`src/rtl/dual_lane_serializer_pkg.sv`:
```
// rtl/dual_lane_serializer_pkg.sv - shared state encoding and sizing helpers for the dual lane serializer
package dual_lane_serializer_pkg;

  typedef enum logic {
    ST_IDLE  = 1'b0,
    ST_SHIFT = 1'b1
  } ser_state_t;

  // Bits per lane for a given word width
  function automatic int half_of(input int width);
    return width / 2;
  endfunction

  // Bit counter width: clog2 of the lane length, never narrower than one bit
  function automatic int cnt_width_of(input int width);
    return ($clog2(width / 2) < 1) ? 1 : $clog2(width / 2);
  endfunction

endpackage

```
`src/rtl/dual_lane_serializer_ser_lane.sv`:
```
// rtl/dual_lane_serializer_ser_lane.sv - one parallel-load shift register with head-bit output
module ser_lane #(
  parameter int HALF      = 8,
  parameter bit MSB_FIRST = 1'b1
) (
  input  logic            clk,
  input  logic            reset,
  input  logic            load,
  input  logic            shift,
  input  logic [HALF-1:0] load_data,
  output logic            head
);

  logic [HALF-1:0] sr;

  // Parallel load wins over shift; the vacated end fills with zero
  always_ff @(posedge clk or negedge reset) begin
    if (!reset) begin
      sr <= '0;
    end else if (load) begin
      sr <= load_data;
    end else if (shift) begin
      if (MSB_FIRST) begin
        sr <= {sr[HALF-2:0], 1'b0};
      end else begin
        sr <= {1'b0, sr[HALF-1:1]};
      end
    end
  end

  assign head = MSB_FIRST ? sr[HALF-1] : sr[0];

endmodule

```
`src/rtl/dual_lane_serializer.sv`:
```
// rtl/dual_lane_serializer.sv - serializes parallel words onto two 1-bit lanes with a one-word holding register
module dual_lane_serializer #(
  parameter int WIDTH     = 16,
  parameter bit MSB_FIRST = 1'b1
) (
  input  logic             clk,
  input  logic             reset,
  input  logic [WIDTH-1:0] in_data,
  input  logic             in_valid,
  output logic             in_ready,
  output logic             lane_a,
  output logic             lane_b,
  output logic             lane_valid,
  output logic             frame_start,
  output logic             busy
);

  import dual_lane_serializer_pkg::*;

  localparam int HALF = half_of(WIDTH);
  localparam int CW   = cnt_width_of(WIDTH);
  localparam logic [CW-1:0] CNT_LAST = CW'(HALF - 1);

  ser_state_t       state;
  logic [CW-1:0]    cnt;
  logic [WIDTH-1:0] hold;
  logic             hold_full;

  logic             accept;
  logic             last;
  logic             can_load;
  logic             load;
  logic             shift;
  logic [WIDTH-1:0] load_word;
  logic             head_a;
  logic             head_b;

  // Handshake and load/shift decisions; in_ready depends only on hold_full
  always_comb begin
    in_ready  = !hold_full;
    accept    = in_valid && !hold_full;
    last      = (state == ST_SHIFT) && (cnt == CNT_LAST);
    can_load  = (state == ST_IDLE) || last;
    load      = can_load && (hold_full || accept);
    shift     = (state == ST_SHIFT) && !last;
    load_word = hold_full ? hold : in_data;
  end

  // FSM, bit counter and holding register; lanes keep shifting while a word is parked
  always_ff @(posedge clk or negedge reset) begin
    if (!reset) begin
      state     <= ST_IDLE;
      cnt       <= '0;
      hold      <= '0;
      hold_full <= 1'b0;
    end else if (can_load && hold_full) begin
      state     <= ST_SHIFT;
      cnt       <= '0;
      hold_full <= 1'b0;
    end else if (can_load && accept) begin
      state <= ST_SHIFT;
      cnt   <= '0;
    end else begin
      if (accept) begin
        hold      <= in_data;
        hold_full <= 1'b1;
      end
      if (last) begin
        state <= ST_IDLE;
        cnt   <= '0;
      end else if (state == ST_SHIFT) begin
        cnt <= cnt + 1'b1;
      end
    end
  end

  ser_lane #(.HALF(HALF), .MSB_FIRST(MSB_FIRST)) u_lane_a (
    .clk       (clk),
    .reset     (reset),
    .load      (load),
    .shift     (shift),
    .load_data (load_word[WIDTH-1:HALF]),
    .head      (head_a)
  );

  ser_lane #(.HALF(HALF), .MSB_FIRST(MSB_FIRST)) u_lane_b (
    .clk       (clk),
    .reset     (reset),
    .load      (load),
    .shift     (shift),
    .load_data (load_word[HALF-1:0]),
    .head      (head_b)
  );

  // Lane outputs are forced low outside SHIFT so idle lanes read as zero
  always_comb begin
    lane_valid  = (state == ST_SHIFT);
    lane_a      = lane_valid && head_a;
    lane_b      = lane_valid && head_b;
    frame_start = lane_valid && (cnt == '0);
    busy        = lane_valid || hold_full;
  end

endmodule
```
`config.mk`:
```
export PLATFORM = sky130hd
export DESIGN_NAME = dual_lane_serializer
export DESIGN_NICKNAME = d
export VERILOG_FILES = /design/src/rtl/dual_lane_serializer_pkg.sv /design/src/rtl/dual_lane_serializer_ser_lane.sv /design/src/rtl/dual_lane_serializer.sv
export SDC_FILE = /design/constraint.sdc
export NUM_CORES = 1
export LEC_CHECK = 0
export BUFFER_PORTS_ARGS = -buffer_cell sky130_fd_sc_hd__buf_2
export CAP_MARGIN = 20
export CORE_MARGIN = 5
export CORE_UTILIZATION = 46
export CTS_BUF_LIST = sky130_fd_sc_hd__clkbuf_4 sky130_fd_sc_hd__clkbuf_8 sky130_fd_sc_hd__clkbuf_16
export CTS_CLUSTER_DIAMETER = 120
export DETAILED_ROUTE_END_ITERATION = 16
export GPL_TIMING_DRIVEN = 0
export MAX_ROUTING_LAYER = met4
export PLACE_DENSITY = 0.66
export SYNTH_ARGS = -nofsm -noshare
export SYNTH_HDL_FRONTEND = slang
export SYNTH_SLANG_ARGS = --single-unit
```
`constraint.sdc`:
```
create_clock -name clk -period 2.8 [get_ports clk]
set_input_delay 0.56 -clock clk [delete_from_list [all_inputs] [get_ports clk]]
set_output_delay 0.56 -clock clk [all_outputs]
set_load 0.02 [all_outputs]
```
Word-level counts from Yosys, hierarchy flattened
Cells that the tools add are included.
- logic and storage cells: 48
- register bits: 37
- output and inout bits: 6
- input bits: 19
- equality and inequality tests: 2
- reductions and logical operators: 21
- bitwise logic cells: 3
- add/subtract/negate cells: 1
- muxes and demuxes: 15
- operator list (kind ; count):
    2-to-1 mux 8 bit ; 4
    2-to-1 mux 16 bit ; 1
    2-to-1 mux 3 bit ; 4
    logical AND 1 bit ; 9
    2-to-1 mux 1 bit ; 6
    nonzero test 2 bit ; 2
    nonzero test 4 bit ; 1
    adder 3 x 1 -> 3 bit (second input constant) ; 1
    equality test 3 bit (second input constant) ; 1
    zero test 3 bit ; 1
    logical OR 1 bit ; 3
    inverter 1 bit ; 3
    AND reduction 3 bit ; 1
    nonzero test 3 bit ; 1
    zero test 1 bit ; 2
    inequality test 2 bit (second input constant) ; 1
    AND reduction 2 bit ; 1

Depth between registers and ports, before layout
Gate-level depths: netlist (run 1).
- word-level depth: 6
- mapped depth: 8
- depth with buffers taken out: 5

Cells and area by module
From an unflattened synthesis (run 1), not the netlist that was laid out.
- cells, all modules: 150
- area, all modules: 1869.3 sq um
- by module, submodules not included (module ; cells each ; times used ; area each (sq um)):
    dual_lane_serializer ; 82 ; 1 ; 1131.1
    ser_lane ; 34 ; 2 ; 369.1

Least setup slack after synthesis (run 1)
No wires, ideal clock.
- path type: reg-to-reg
- start point: register cnt[0]
- end point: register hold[0]
- data required time: 2675 ps
- clock period less this slack: 1848 ps
- stages on the path, launching flop included: 9
- buffers on the path: 3
- arrival time: 1723 ps
- path slack: 952 ps
- cell sequence: dfrtp_1 > ha_1 > ha_1 > nor2b_4 > buf_6 > and3_4 > buf_8 > buf_12 > mux2_4
- word-level cells in the longest chain between the ends: 6
- elaborated cells between the ends (all ways): 8
- those cells by class: eq/ne: 1; bitwise: 2; reduce/logical: 5
- ends and longest elaborated chain (what ; RTL line ; RTL):
    start, declared ; dual_lane_serializer.sv:25 ; logic [CW-1:0] cnt;
    start signal, assigned ; dual_lane_serializer.sv:72 ; cnt <= cnt + 1'b1;
    equality test 3 bit (*) ; dual_lane_serializer.sv:42 ; last = (state == ST_SHIFT) && (cnt == CNT_LAST);
    logical AND 1 bit (*) ; dual_lane_serializer.sv:42 ;
    logical OR 1 bit (*) ; dual_lane_serializer.sv:43 ; can_load = (state == ST_IDLE) || last;
    logical AND 1 bit, on equally long branches ; dual_lane_serializer.sv:60, dual_lane_serializer.sv:56 ;
    inverter 1 bit (no source line) ; n/a ;
    AND reduction 3 bit (no source line) (*) ; n/a ;
    end signal, assigned ; dual_lane_serializer.sv:65 ; hold <= in_data;
    end, declared ; dual_lane_serializer.sv:26 ; logic [WIDTH-1:0] hold;
Mark *: on every way between the ends. The rest lies on a longest branch, timed or not.
A chain may end at the register's enable or synchronous reset.

Final worst setup path (run 1)
- start point: register hold_full
- end point: output port in_ready
- word-level cells in the longest chain between the ends: 1
- ends and longest elaborated chain (what ; RTL line ; RTL):
    start, declared ; dual_lane_serializer.sv:27 ; logic hold_full;
    start signal, assigned ; dual_lane_serializer.sv:55 ; hold_full <= 1'b0;
    start signal, assigned ; dual_lane_serializer.sv:59 ; hold_full <= 1'b0;
    start signal, assigned ; dual_lane_serializer.sv:66 ; hold_full <= 1'b1;
    zero test 1 bit ; dual_lane_serializer.sv:40 ; in_ready = !hold_full;
    end, declared ; dual_lane_serializer.sv:10 ; output logic in_ready,
No other way between the ends.

==> results.yml, run 1 <==
run_status:
  outcome: "finished clean"
detailed_routing:
  drc: 0
  drt_iter0_drc: 60
  wirelength_um: 3890
  dr.pass1.iters: 4
  antenna_left: 0
  viasPerCell: 5.48
  vias: 1353
  wl_per_cell_um: 15.8
power_and_ir_drop:
  total_power_uw: 1940
  powerDensity_nw_per_um2: 933
  internal_power_uw: 1310
  p_clk_share_pct: 19.8
  comb_power_share_pct: 35.0
  p_sw_share_pct: 32.6
  p_seq_share_pct: 45.2
  leakage_uw: 0.000955
  power_switching_uw: 634
  peakVddDrop_mv: 0.415
job:
  drv_cap: 0
timing:
  final_max_slew_viol_count: 0
  hold_violations: 0
  fmax_mhz: 423
  max_slew.worst_pin.slew_ps: 840
  rsz0062_at_grt: "false"
  setup_tns_ps: 0
  max_slew_margin_pct: 44.0
  min_period_ps: 2360
  setup_viol: 0
  post-route-period-util_pct: 84.4
  fin_skew_ps: 4.24
  hold_ws_ps: 369
min_path:
  hold_class: "in -> async"
clock_network:
  cts_root_buffer: "clkbuf_8"
  cts_resized: 0
  clock_path_buffers: 2
  clk_pin_slew_ps: 70
  cts_buffers: 5
  cts.sinks: 37
  cts_tree: "yes"
  cts_setup_buffers: 0
  hold_buffers: 0
  clk_latency_ps: 280
  h-tree-depth: 2
critical_path:
  worst_ep_required_time_ps: 2240
  worst_setup_path_end_kind: "output port"
  startpoint: "hold_full"
  rr_startpoint: "cnt[0]"
  cp-start-kind: "flop"
  crit_fanout: 10
  critical_path_arrival_ps: 1800
  critical_path_class: "reg -> out"
logic_synthesis:
  syn_inst: 167
  ys_warn_count: 0
  synth_nets: 189
  synth_area_per_cell_sq_um: 10.9
  syn-cell-area_sq_um: 1810
  ys_types: 23
  ys_seq_area_share_pct: 51.1
  ys_seq_elements: 37
die:
  rows: 22
  die-area_sq_um: 5300
  coreArea_sq_um: 3740
  io_pins: 25
  start_util_pct: 48.4
  die_w_um: 72.8
  die_h_um: 72.8
final_layout:
  final_area_sq_um: 2080
  fillers: 356
  diodes: 0
  area_delta_synth_final_pct: 15.0
  drive_gt1_share_pct: 28.6
  nNetsFinal: 220
  fin_cells: 247
global_routing:
  grt_pass1_vias: 1518
  grt_usage_pct: 17.0
  antenna_found_initial: 0
  grt_overflow: 0
  grt_pass1_wl_um: 6880
  grt_max_degree: 38
place:
  port_buffers: 24
  dpl_cell_area_sq_um: 1990
  placed_cells: 239
  place_hpwl_um: 2660
  gp_congestion: 0.834
==> sequential cells by signal (all words and copies together) (netlist names) <==
signal       count
cnt              3
hold_full        1
lane_valid       1
u_lane_b.sr      8
u_lane_a.sr      8
hold            16
==> cells by family after synthesis <==
family / count (synthesis) / synth area share [%]
AOI/OAI and AO/OA: 49 / 15.5
adders and majority gates: 3 / 2.07
DFF: 37 / 51.1
and+or+nand+nor: 44 / 12.8
muxes: 18 / 13.1
buffers and inverters: 16 / 5.45
==> layout by cell type (no fill, tap or decap) <==
master / netlist / final
a211oi_1: 14 / 14
a21oi_1: 2 / 2
and2_1: 2 / 2
and3_4: 1 / 1
buf_12: 1 / 1
buf_2: 3 / 27
buf_6: 1 / 1
buf_8: 1 / 1
clkbuf_1: 7 / 7
clkbuf_4: 0 / 3
clkbuf_8: 0 / 5
dfrtp_1: 37 / 37
ha_1: 3 / 3
inv_1: 3 / 3
mux2_2: 6 / 6
mux2_4: 10 / 10
mux2i_1: 2 / 2
nand2_1: 20 / 20
nand3b_1: 1 / 1
nor2_1: 3 / 3
nor2b_1: 14 / 14
nor2b_4: 1 / 1
o21ai_0: 33 / 33
or2_2: 1 / 1
or2b_1: 1 / 1
==> layout make-up <==
| type | count | area (sq um) | share of cell area (%) |
|---|---|---|---|
| Buffer | 13 | 87.6 | 4.20 |
| Clock buffer | 8 | 91.3 | 4.38 |
| Inverter | 3 | 11.3 | 0.540 |
| Multi-Input combinational cell | 114 | 788 | 37.8 |
| Sequential cell | 37 | 926 | 44.4 |
| Tap cell | 48 | 60.1 | 2.88 |
| Timing Repair Buffer | 24 | 120 | 5.76 |
==> metal layers <==
metal	track usage [%]	wire (um)	up-vias
met2	26.3	1910	42
met4	6.76	44	0
met1	21.2	1730	668
li1	-	-	636
met3	4.55	206	7
met5	-	0	-
==> power by group through the flow <==
stage / clock (uW) / sequential [uW] / combinational (uW)
floorplan: 0 / 849 / 524
global placement: 0 / 872 / 654
detailed placement: 0 / 886 / 687
CTS: 385 / 879 / 690
global route: 413 / 910 / 772
finish: 384 / 879 / 680
==> per-stage QoR <==
step / util [%] / setup slack (ps)
after detailed placement: 53.2 / 734
after floorplan: - / 952
after global routing: 55.7 / 266
after global placement: 53.2 / 768
final: 55.7 / 438
after CTS: 55.7 / 450
==> worst paths after layout <==
| path | cells after the start | slack, ps | endpoint |
|---|---|---|---|
| worst max-delay path | 5 | 440 | in_ready |
| worst min-delay path | 1 | 370 | hold[5] |
| worst max register to register | 7 | 740 | u_lane_b.sr[6] |
| worst min register to register | 2 | 480 | u_lane_b.sr[7] |
| max in group asynchronous | 1 | 1890 | hold[3] |
| min in group clk | 2 | 480 | u_lane_b.sr[7] |
==> critical path, cell delays in order (launching register included) <==
cell      delay [ps]
dfrtp_1          360
clkbuf_1         210
inv_1            110
clkbuf_1         350
buf_2            290
buf_2            200
==> synthesized netlist by cell type <==
cell type	number	share of area, %
or2b_1	1	0.41
mux2_2	6	3.7
buf_12	1	1.1
ha_1	3	2.1
a211oi_1	14	5.8
dfrtp_1	37	51
nand3b_1	1	0.41
buf_2	3	0.83
and3_4	1	0.62
mux2i_1	2	1.1
a21oi_1	2	0.55
nor2_1	3	0.62
nand2_1	20	4.1
buf_8	1	0.83
o21ai_0	33	9.1
buf_6	1	0.62
nor2b_4	1	0.76
or2_2	1	0.35
inv_1	3	0.62
mux2_4	10	8.3
and2_1	2	0.69
clkbuf_1	7	1.4
nor2b_1	14	4.8
No activity file was read; power rests on OpenSTA's default activity.
==> run 2, diff against run 1 <==
Settings changed: ABC_AREA set to 1.
Clock period 2.8 ns to 2.2 ns, I/O delays scaled along.
==> run 2 against run 1 <==
  * Design area rose by 3.9%
  * Power increased by 33%
  * Combinational power increased by 46%
  * Die area rose by 3.8%
  * Clock skew grew 2.1 ps
  * Clock-buffer cell count fell by 1
==> results.yml, run 2 <==
run_status:
  outcome: "finished clean"
final_layout:
  final_cell_mix: "98 x nand2_1, 43 x nand3_1, 37 x dfrtp_1, 28 x buf_2, 14 x inv_1"
  reg_top3: "hold: 16 flops, u_lane_a.sr: 8 flops, u_lane_b.sr: 8 flops"
  final_util_pct: 54.1
  nNetsFinal: 288
  final_area_sq_um: 2170
  drive_gt1_share_pct: 22.9
  diodes: 0
  top_register: "hold"
  final_common_cell: "nand2_1"
  largest_register_ffs: 16
  area_delta_synth_final_pct: 14.4
logic_synthesis:
  ys_types: 18
  synth_area_leader_cell: "dfrtp_1"
  async_flop_share_pct: 100
  syn_inst: 235
  synth.top_cells.by_count: "98 x nand2_1, 43 x nand3_1, 37 x dfrtp_1, 14 x inv_1"
  synth_nets: 257
  ys_seq_area_share_pct: 48.9
  ys_top_cells_by_area: "dfrtp_1 49%, nand2_1 19%, nand3_1 11%"
  synth_area_per_cell_sq_um: 8.06
  syn-cell-area_sq_um: 1890
  synth_top_flop_cell: "dfrtp_1"
  ys_seq_elements: 37
  synth_top_area_share_pct: 48.9
  ys_warn_count: 0
  yosysMostFrequentCell: "nand2_1"
  synth_enable_flop_cells: 0
place:
  gp_congestion: 0.765
  dpl_cell_area_sq_um: 2080
  port_buffers: 24
  place_hpwl_um: 2720
clock_network:
  cts_setup_buffers: 0
  clock_path_buffers: 2
  cts_buffers: 5
  cts_root_buffer: "clkbuf_8"
  h-tree-depth: 2
  clk_latency_ps: 290
  cts.sinks: 37
  cts_tree: "yes"
  cts_resized: 0
  hold_buffers: 0
  clk_pin_slew_ps: 70
global_routing:
  grt_max_degree: 38
  grt_pass1_wl_um: 6700
  grt_overflow: 0
  grt_usage_pct: 16.6
  grt_pass1_vias: 1514
  antenna_found_initial: 0
timing:
  fin_skew_ps: 6.31
  max_slew_margin_pct: 44.4
  hold_ws_ps: 255
  min_period_ps: 1810
  final_max_slew_viol_count: 0
  max_slew.worst_pin.slew_ps: 834
  rsz0062_at_grt: "false"
  setup_viol: 0
  post-route-period-util_pct: 82.4
  hold_violations: 0
  setup_tns_ps: 0
  fmax_mhz: 552
die:
  io_pins: 25
  rows: 23
  die_w_um: 74.2
  coreArea_sq_um: 4000
  die_h_um: 74.2
  die-area_sq_um: 5500
  start_util_pct: 47.3
critical_path:
  worst_ep_required_time_ps: 1760
  critical_path.endpoint: "busy"
  r2r_cells: 7
  worst_setup_path_end_kind: "output port"
  rrSetupSlack_ps: 560
  cp-start-kind: "flop"
  worstReg2RegEnd: "u_lane_b.sr[5]"
  critical_path_class: "reg -> out"
  critical_path_arrival_ps: 1370
  crit_fanout: 10
  startpoint: "hold_full"
  rr_startpoint: "cnt[0]"
detailed_routing:
  drt_iter0_drc: 60
  wirelength_um: 3830
  viasPerCell: 4.93
  antenna_left: 0
  wl_per_cell_um: 12.1
  drc: 0
  vias: 1557
  dr.pass1.iters: 4
power_and_ir_drop:
  power_switching_uw: 985
  p_sw_share_pct: 38.1
  total_power_uw: 2590
  p_seq_share_pct: 42.6
  peakVddDrop_mv: 0.680
  leakage_uw: 0.00118
  internal_power_uw: 1600
  p_clk_share_pct: 19.0
  powerDensity_nw_per_um2: 1190
  comb_power_share_pct: 38.4
min_path:
  hold_class: "in -> async"
job:
  drv_cap: 0
## run 2: changes by cell type in the layout (fill, tap and decap cells not counted), sizes merged, moves of 14 or more
cell    change
nor2b      -15
a211oi     -14
mux2       -16
nand3      +43
nand2      +84
o21ai      -19
## run 2: power by group through the flow
stage          clock, uW  sequential [uW]  combinational [uW]
2_1_floorplan          0             1080                 783
3_3_place_gp           0             1110                 992
3_5_place_dp           0             1110                1010
4_1_cts              504             1100                1010
5_1_grt              530             1140                1140
6_report             490             1100                 994
## run 2: cells by family (layout without fill, tap and decap cells)
| kind of cell | Yosys count | after routing | synth area share, % |
|---|---|---|---|
| and+or+nand+nor | 153 | 153 | 36.0 |
| DFF | 37 | 37 | 48.9 |
| buffers and inverters | 28 | 59 | 8.00 |
| AOI/OAI and AO/OA | 14 | 14 | 5.09 |
| adders and majority gates | 3 | 3 | 1.98 |
## run 2: metrics by stage
stage                     setup slack, ps  std cells
after global placement                589        309
after floorplan                       743        235
after global routing                  333        316
final                                 387        316
after CTS                             386        316
after detailed placement              579        309
## run 2: layout make-up
type	instances	area (sq um)
plain buffers	12	91.3
fillers	391	1830
flip-flops and latches	37	926
multi-input cells	170	816
repair buffers	24	120
well taps	50	62.6
clock buffers	7	90.1
inverters	16	60.1
## run 2: layer usage
metal / track usage, % / part of all wire [%] / vias to the layer above
li1: - / - / 804
met1: 21.4 / 50 / 716
met2: 25.0 / 44 / 31
met3: 4.05 / 4.2 / 6
met4: 6.64 / 1.8 / 0
met5: - / 0 / -
## run 2: critical path: stages (launching register included)
cell	delay, ps
dfrtp_1	370
buf_2	190
inv_1	80
buf_2	220
nand2_1	70
buf_2	160
## run 2: how the worst min path moves through the flow
stage | endpoint | slack (ps)
2_1_floorplan | cnt[0] | 140
3_3_place_gp | hold[5] | 450
3_5_place_dp | hold[7] | 460
4_1_cts | u_lane_a.sr[3] | 270
5_1_grt | u_lane_a.sr[3] | 320
6_report | hold[11] | 250
==> run 3, diff against run 2 <==
Clock period 2.2 ns to 1.75 ns, I/O delays scaled along.
==> run 3 against run 2 <==
  * Via count is 0.32% lower
  * Global-route usage unchanged
  * Critical path depth unchanged
  * Largest power group unchanged
==> results.yml, run 3 (synthesis results as in run 2) <==
run_status:
  outcome: "finished clean"
clock_network:
  hold_buffers: 0
  cts.sinks: 37
  clk_latency_ps: 290
  cts_resized: 0
  cts_root_buffer: "clkbuf_8"
  cts_tree: "yes"
  h-tree-depth: 2
  clock_path_buffers: 2
  clk_pin_slew_ps: 70
  cts_setup_buffers: 0
  cts_buffers: 5
detailed_routing:
  wirelength_um: 3830
  wl_per_cell_um: 12.1
  dr.pass1.iters: 4
  vias: 1552
  viasPerCell: 4.91
  drc: 0
  drt_iter0_drc: 61
  antenna_left: 0
critical_path:
  critical_path.cell_chain: "buf_2, inv_1, clkbuf_4, nand2_1, buf_2"
  crit_fanout: 10
  critPathSlowestCell: "dfrtp_1"
  r2r_cells: 7
  critical_path_class: "reg -> out"
  cp-start-kind: "flop"
  slowest_delay_ps: 370
  critical_path_arrival_ps: 1350
  cp_common_cell: "buf_2"
  worst_ep_required_time_ps: 1400
  worst_setup_path_end_kind: "output port"
place:
  port_buffers: 24
  place_ws_ps: 129
  gp_congestion: 0.765
  place_hpwl_um: 2720
final_layout:
  top_register: "hold"
  final_cell_mix: "98 x nand2_1, 43 x nand3_1, 37 x dfrtp_1, 27 x buf_2, 14 x inv_1"
  largest_register_ffs: 16
  seqCellArea_sq_um: 926
  drive_gt1_share_pct: 22.9
  area_delta_synth_final_pct: 14.5
  multi_input_area_sq_um: 816
  reg_top3: "hold: 16 flops, u_lane_a.sr: 8 flops, u_lane_b.sr: 8 flops"
  diodes: 0
  final_common_cell: "nand2_1"
  nNetsFinal: 288
  final_util_pct: 54.2
  fillers: 391
timing:
  min_period_ps: 1700
  setup_viol: 0
  rsz0062_at_grt: "false"
  hold_violations: 0
  post-route-period-util_pct: 97.0
  fmax_mhz: 589
  max_slew.worst_pin.slew_ps: 835
  max_slew_margin_pct: 44.3
  setup_tns_ps: 0
  setup_slack_ps: 52.8
  fin_skew_ps: 6.31
  final_max_slew_viol_count: 0
die:
  die_h_um: 74.2
  start_util_pct: 47.3
  rows: 23
  die-area_sq_um: 5500
  coreArea_sq_um: 4000
  io_pins: 25
  die_w_um: 74.2
global_routing:
  antenna_found_initial: 0
  grt_usage_pct: 16.6
  grt_max_degree: 38
  grt_pass1_vias: 1514
  grt_pass1_wl_um: 6700
  grt_overflow: 0
power_and_ir_drop:
  power_switching_uw: 1240
  powerDensity_nw_per_um2: 1500
  p_seq_share_pct: 42.6
  internal_power_uw: 2020
  comb_power_share_pct: 38.5
  p_clk_share_pct: 18.9
  leakage_uw: 0.00118
  total_power_uw: 3260
  peakVddDrop_mv: 0.855
  p_sw_share_pct: 38.0
job:
  drv_cap: 0
min_path:
  hold_class: "in -> async"
[run 3: path summary, 6_finish.rpt]
check,from,endpoint,slack (ps)
worst max-delay path,hold_full,busy,50
worst min-delay path,reset,hold[11],170
worst max register to register,cnt[0],u_lane_b.sr[5],110
worst min register to register,hold[11],hold[11],470
max in group asynchronous,reset,hold[6],1070
min in group clk,in_data[9],hold[9],310
[run 3: routing by layer]
layer  vias up  GRT usage (%)  routed length, um  part of all wire (%)
li1        804              -                  -                     -
met1       711           21.4               1930                    50
met2        31           25.0               1670                    44
met3         6           4.05                161                   4.2
met4         0           6.64                 68                   1.8
met5         -              -                  0                     0
[run 3: cell type report]
type | instances | share of cell area (%)
repair buffers | 24 | 5.54
inverters | 16 | 2.77
well taps | 50 | 2.89
clock buffers | 7 | 4.15
multi-input cells | 170 | 37.6
plain buffers | 12 | 4.33
flip-flops and latches | 37 | 42.7
[run 3: critical path: cells and delay by family, from the launching register on]
family / cells / cell delay [ps]
buffers and inverters: 4 / 630
DFF: 1 / 370
and+or+nand+nor: 1 / 60
[run 3: stage by stage]
step	hold slack, ps	instance area (sq um)	cells
after floorplan	54.4	1890	235
after global placement	454	2080	309
after detailed placement	459	2080	309
after CTS	185	2170	316
after global routing	232	2170	316
final	165	2170	316
[run 3: power by group through the flow]
stage / logic, uW / registers [uW] / clock network [uW]
2_1_floorplan: 984 / 1360 / 0
3_5_place_dp: 1260 / 1400 / 0
6_report: 1250 / 1390 / 617
4_1_cts: 1270 / 1390 / 634
3_3_place_gp: 1250 / 1390 / 0
5_1_grt: 1430 / 1430 / 666
